## src/rtl/vector_lane_recaller.sv

```systemverilog
`timescale 1ns/1ps
// -----------------------------------------------------------------------------
// vector_lane_recaller
//
// Receiving end of the dispatcher->lanes path in the vector function unit.
// Each accepted beat carries one element per lane. Beats are assembled into a
// full vector register image. After the last beat for the active vector length
// (vl), the image is offered to writeback with a valid/ready handshake.
//
// Optional feature macro: VECTOR_RECALLER_MASK_EN
//   When defined, adds mask_in and old_data_in, both sampled with start_in.
//   The image starts from old_data_in instead of zero, and only elements with
//   index < vl and mask bit set are overwritten.
//
// Ports
//   clk              in   clock, rising edge
//   rst              in   synchronous active-high reset
//   start_in         in   begin a collection (honoured only in IDLE)
//   vl_in            in   active length 0..VECTOR_SIZE, sampled with start_in
//   busy_out         out  recaller not idle
//   lane_valid_in    in   lanes present a beat
//   lane_ready_out   out  recaller accepts a beat (COLLECT only)
//   lane_data_in     in   lane k at bits [k*LEN +: LEN]
//   result_valid_out out  assembled vector available
//   result_ready_in  in   writeback consumes the result
//   result_out       out  element i at bits [i*LEN +: LEN]
//   mask_in          in   (mask build) per-element write enable
//   old_data_in      in   (mask build) prior contents of the destination
// -----------------------------------------------------------------------------
module vector_lane_recaller #(
  parameter int LEN              = 32,
  parameter int VECTOR_SIZE      = 8,
  parameter int ENTRY_INDEX_SIZE = 3,
  parameter int LANE_SIZE        = 2,
  parameter int LANE_INDEX_SIZE  = 1
) (
  input  logic                          clk,
  input  logic                          rst,
  input  logic                          start_in,
  input  logic [ENTRY_INDEX_SIZE:0]     vl_in,
  output logic                          busy_out,
  input  logic                          lane_valid_in,
  output logic                          lane_ready_out,
  input  logic [LANE_SIZE*LEN-1:0]      lane_data_in,
  output logic                          result_valid_out,
  input  logic                          result_ready_in,
  output logic [VECTOR_SIZE*LEN-1:0]    result_out
`ifdef VECTOR_RECALLER_MASK_EN
  ,
  input  logic [VECTOR_SIZE-1:0]        mask_in,
  input  logic [VECTOR_SIZE*LEN-1:0]    old_data_in
`endif
);

  localparam int VL_W  = ENTRY_INDEX_SIZE + 1;
  localparam int PTR_W = ENTRY_INDEX_SIZE - LANE_INDEX_SIZE;

  typedef enum logic [1:0] {
    IDLE,
    COLLECT,
    DONE
  } state_t;

  state_t                       state;
  state_t                       state_next;
  logic [VL_W-1:0]              vl_q;
  logic [PTR_W-1:0]             beat_ptr;
  logic [VECTOR_SIZE*LEN-1:0]   result_q;
`ifdef VECTOR_RECALLER_MASK_EN
  logic [VECTOR_SIZE-1:0]       mask_q;
`endif

  logic                         start_accept;
  logic                         transfer;
  logic [VL_W-1:0]              beat_count;
  logic                         last_hit;
  logic [VECTOR_SIZE-1:0]       elem_we;

  // ceil(vl / LANE_SIZE); cannot overflow VL_W since vl <= VECTOR_SIZE.
  assign beat_count = (vl_q + VL_W'(LANE_SIZE - 1)) >> LANE_INDEX_SIZE;
  // Only evaluated in COLLECT, where vl_q >= 1, so beat_count - 1 is valid.
  assign last_hit   = (VL_W'(beat_ptr) == (beat_count - VL_W'(1)));

  assign start_accept = (state == IDLE) && start_in;
  assign transfer     = (state == COLLECT) && lane_valid_in;

  // Handshake outputs decode the state register only, so lane_valid_in never
  // reaches lane_ready_out combinationally.
  assign busy_out         = (state != IDLE);
  assign lane_ready_out   = (state == COLLECT);
  assign result_valid_out = (state == DONE);
  assign result_out       = result_q;

  always_ff @(posedge clk) begin
    // NOTE: every sequential assignment is non-blocking so all registers
    // update from the same pre-edge values regardless of statement order.
    if (rst) state <= IDLE;
    else     state <= state_next;
  end

  always_comb begin
    // NOTE: defaulting state_next before the case keeps every path assigned,
    // so no latch is inferred when a branch leaves the state unchanged.
    state_next = state;
    unique case (state)
      IDLE: begin
        if (start_in) state_next = (vl_in == '0) ? DONE : COLLECT;
      end
      COLLECT: begin
        if (transfer && last_hit) state_next = DONE;
      end
      DONE: begin
        // start_in is deliberately ignored here, even alongside the handshake.
        if (result_ready_in) state_next = IDLE;
      end
      default: state_next = IDLE;
    endcase
  end

  // Element i belongs to beat i/LANE_SIZE, lane i%LANE_SIZE. It is written
  // only when that beat transfers and the element lies inside vl.
  always_comb begin
    elem_we = '0;
    for (int i = 0; i < VECTOR_SIZE; i++) begin
      elem_we[i] = transfer
                && (beat_ptr == PTR_W'(i / LANE_SIZE))
                && (VL_W'(i) < vl_q)
`ifdef VECTOR_RECALLER_MASK_EN
                && mask_q[i]
`endif
                ;
    end
  end

  always_ff @(posedge clk) begin
    if (rst) begin
      vl_q     <= '0;
      beat_ptr <= '0;
      // NOTE: the result register is reset (not left uninitialised like a
      // storage array) because result_out must read zero straight after rst.
      result_q <= '0;
`ifdef VECTOR_RECALLER_MASK_EN
      mask_q   <= '0;
`endif
    end else if (start_accept) begin
      vl_q     <= vl_in;
      beat_ptr <= '0;
`ifdef VECTOR_RECALLER_MASK_EN
      mask_q   <= mask_in;
      result_q <= old_data_in;
`else
      result_q <= '0;
`endif
    end else if (transfer) begin
      // Pointer holds on the final beat so it never wraps within an op.
      if (!last_hit) beat_ptr <= beat_ptr + PTR_W'(1);
      for (int i = 0; i < VECTOR_SIZE; i++) begin
        if (elem_we[i]) begin
          result_q[i*LEN +: LEN] <= lane_data_in[(i % LANE_SIZE)*LEN +: LEN];
        end
      end
    end
  end

endmodule

```

## config.mk

```make
export PLATFORM = sky130hd
export DESIGN_NAME = vector_lane_recaller
export DESIGN_NICKNAME = d
export VERILOG_FILES = /design/src/rtl/vector_lane_recaller.sv
export SDC_FILE = /design/constraint.sdc
export NUM_CORES = 1
export LEC_CHECK = 0
export CAP_MARGIN = 40
export CORE_MARGIN = 1.5
export CORE_UTILIZATION = 41
export CTS_BUF_LIST = sky130_fd_sc_hd__clkbuf_8 sky130_fd_sc_hd__clkbuf_16
export DETAILED_ROUTE_END_ITERATION = 12
export GPL_ROUTABILITY_DRIVEN = 0
export PLACE_DENSITY = 0.84
export SLEW_MARGIN = 20
export SYNTH_ARGS = -nofsm -noshare
export SYNTH_HDL_FRONTEND = slang
export SYNTH_SLANG_ARGS = --single-unit
```

## constraint.sdc

```tcl
create_clock -name clk -period 1.9 [get_ports clk]
set_input_delay 0.285 -clock clk [delete_from_list [all_inputs] [get_ports clk]]
set_output_delay 0.285 -clock clk [all_outputs]
set_load 0.1 [all_outputs]
```

==> reports/results.ini, run 1 <==
[outcome]
status=finished, violations left
violations=setup timing

[yosys]
synth_area_leaders=dfxtp_1 (55%), nand2_1 (20%), a21oi_1 (14%)
synth_edf_count=0
synth_commonest_cells=nand2_1 (515), a21oi_1 (264), dfxtp_1 (264), clkbuf_1 (41), buf_6 (21)
yosys.area.top_type_share_pct=55.5
synth_fp_nets=1275
syn_avg_cell_area_um2=7.97
ys_ff_latch=264
synth.distinct_cells=35
async_reset_ff_share_pct=0
synth_ff_type=dfxtp_1
yosysMostFrequentCell=nand2_1
syn_area_um2=9530
ys_seq_area_share_pct=55.5
ys_warn_count=0
netlist_instances=1195
yosysTopAreaCell=dfxtp_1

[sta]
finalCritPeriodShare_pct=100
tightest_slew_ps=413
finalHoldViolCount=0
grt_setup_unrepaired=true
fin_ws_ps=-7.63
slew_violations=0
fin_crit_ps=1910
max_slew_margin_pct=72.2
setup_viol=1
finalClockSkew_ps=10.3
fmax_mhz=524

[floorplanning]
initial_core_util_pct=42.0
dieWidth_um=155
std_cell_rows=55
core_area_um2=22700
die_area_um2=24200
ioPinCount=332
fp.dieH_um=155

[worst_setup_path]
path_max_fanout=4
start_kind=flip-flop
crit_required_ps=2360
r2r_cells=8
cp.arrival_ps=2370
criticalPathCategory=reg2reg
crit_path_end_kind=flip-flop

[cells_and_area]
area_growth_pct=43.4
n_antenna_cell=0
fin_nets=1598
fin_cells=1822
fillers=1943
drive_gt1_share_pct=24.7

[clock_tree]
clk_path_buf_depth=3
cts-root-buf=clkbuf_16
numCtsBuffers=27
clock_sinks=264
cts_tree=done
clk_pin_slew_ps=60
insertion_delay_ps=520
ctsHtreeMaxLevel=1

[detailed_routing]
via_count=9299
wirelength_um=29700
wl_met3_um=2700
drt.antenna.violating_nets=0
firstDrtPassIters=5
wl_met2_um=14200
drtIter0Drc=537
via_per_inst=5.10
drc_errors=0
maxUsedRoutingLayer=met4
wl_per_cell_um=16.3
wl_met1_um=11600

[global_routing]
first_global_vias=8949
grt_pass1_wl_um=45700
antenna_found_initial=0
grt_max_degree=87
grt_overflow=0
grt_use_total_pct=23.4

[placed_design]
portBuffers=331
placed_cells=1773
dp_hpwl_um=20100
dp_slack_ps=-167

[worst_hold_path]
hold_depth=3
hp-class=in2reg

[power_and_ir_drop]
peakVddDrop_mv=0.623
p_leak_nw=5.22
p_per_area_nw_per_um2=880
power.total_mw=12.0

[job]
drv_cap=0

state kept, by name, summed over array words and instances, names as in the netlist:
register    flops
result_out    256
vl_q            4
beat_ptr        2
state           2
report_power, final:
part           switching [mW]  internal [mW]  leakage, nW
clock network            2.18           2.92        0.440
registers              0.0426           5.58         2.13
logic                   0.840          0.465         2.65
per-layer routing:
layer / up-vias / GRT usage [%]
li1: 4491 / -
met1: 4330 / 27.7
met2: 392 / 40.2
met3: 86 / 6.07
met4: 0 / 9.80
met5: - / 0
repair_timing:
| action | CTS | global route |
|---|---|---|
| pin swaps | 7 | 7 |
| gates resized for setup | 14 | 4 |
| buffers inserted | 1 | 0 |
| hold buffers | 0 | 0 |
| endpoints found under the hold margin | 0 | 0 |
| gates cloned | 0 | 0 |
| endpoints found under the setup margin | 4 | 5 |
layout by cell type, fill, tap and decap left out, drive strengths merged:
master         Yosys  routed
nor4               1       1
a311oi             1       1
and3b              1       1
nand2b             4       4
o211ai             1       1
o211a              1       1
a21o               4       4
buf               44     307
nand3              4       4
clkinv             0       8
nand3b             1       1
and3               3       3
dfxtp            264     264
or3                1       1
clkbuf            41      32
a221o              1       1
xnor2              3       3
mux2i              2       2
nor2              11      11
a21oi            265     265
nand4              1       1
o21ai              2       2
bufinv             0       1
nor2b              2       2
nor3               1       1
or2                4       4
clkdlybuf4s50      0      72
nand2            515     515
a31o               1       1
a211oi             1       1
ha                 7       7
o21a               1       1
clkinvlp           0       3
inv                7      11
final cells by class:
cell class	instances	area (um^2)	share of cell area (%)
multi-input cells	839	3800	27.8
repair buffers	379	3330	24.3
inverters	7	37.5	0.275
clock buffers	32	744	5.45
clock inverters	16	109	0.797
well taps	285	357	2.61
flip-flops and latches	264	5290	38.7
stage by stage:
stage	hold WS (ps)	TNS (ps)	instance area (um^2)	util (%)
after floorplan	350	-0.831	9550	-
after global placement	442	-330	12700	56.1
after detailed placement	447	-4950	12700	56.1
after CTS	389	0	13700	60.1
after global routing	406	-107	13700	60.2
final	405	-7.63	13700	60.2
critical path, stage by stage (launching register included):
cell,delay [ps]
dfxtp_4,370
ha_4,180
xnor2_4,200
ha_4,230
xnor2_2,150
a211oi_2,80
buf_4,150
or3_4,360
a21oi_2,130
cell families after synthesis:
family / share of synthesized area (%)
XOR/XNOR: 0.355
buffers and inverters: 5.66
flip-flops: 55.5
AO/OA/AOI/OAI: 15.1
adder cells (fa/ha/maj): 0.919
AND/OR/NAND/NOR: 22.2
multiplexers: 0.210
final timing paths:
path                            slack, ps      startpoint              to
worst max-delay path                   -8         vl_q[1]     beat_ptr[0]
worst max register to register         -8         vl_q[1]     beat_ptr[0]
worst min register to register        450  result_out[85]  result_out[85]
worst min-delay path                  400        vl_in[0]         vl_q[0]
No activity file was read; power rests on OpenSTA's default activity.
==> inputs of run 2 (changes only) <==
--- a/config.mk
+++ b/config.mk
@@ -10,7 +10,6 @@
 export CORE_UTILIZATION = 41
 export CTS_BUF_LIST = sky130_fd_sc_hd__clkbuf_8 sky130_fd_sc_hd__clkbuf_16
 export DETAILED_ROUTE_END_ITERATION = 12
-export GPL_ROUTABILITY_DRIVEN = 0
 export PLACE_DENSITY = 0.84
 export SLEW_MARGIN = 20
 export SYNTH_ARGS = -nofsm -noshare
==> results of run 2 <==
No change in the layout: final DEF, timing and power equal those of run 1.
==> inputs of run 3 (changes only) <==
--- a/config.mk
+++ b/config.mk
@@ -10,6 +10,7 @@
 export CORE_UTILIZATION = 41
 export CTS_BUF_LIST = sky130_fd_sc_hd__clkbuf_8 sky130_fd_sc_hd__clkbuf_16
 export DETAILED_ROUTE_END_ITERATION = 12
+export HOLD_SLACK_MARGIN = 0.06
 export PLACE_DENSITY = 0.84
 export SLEW_MARGIN = 20
 export SYNTH_ARGS = -nofsm -noshare
==> results of run 3 <==
No change in the layout: final DEF, timing and power equal those of run 1.
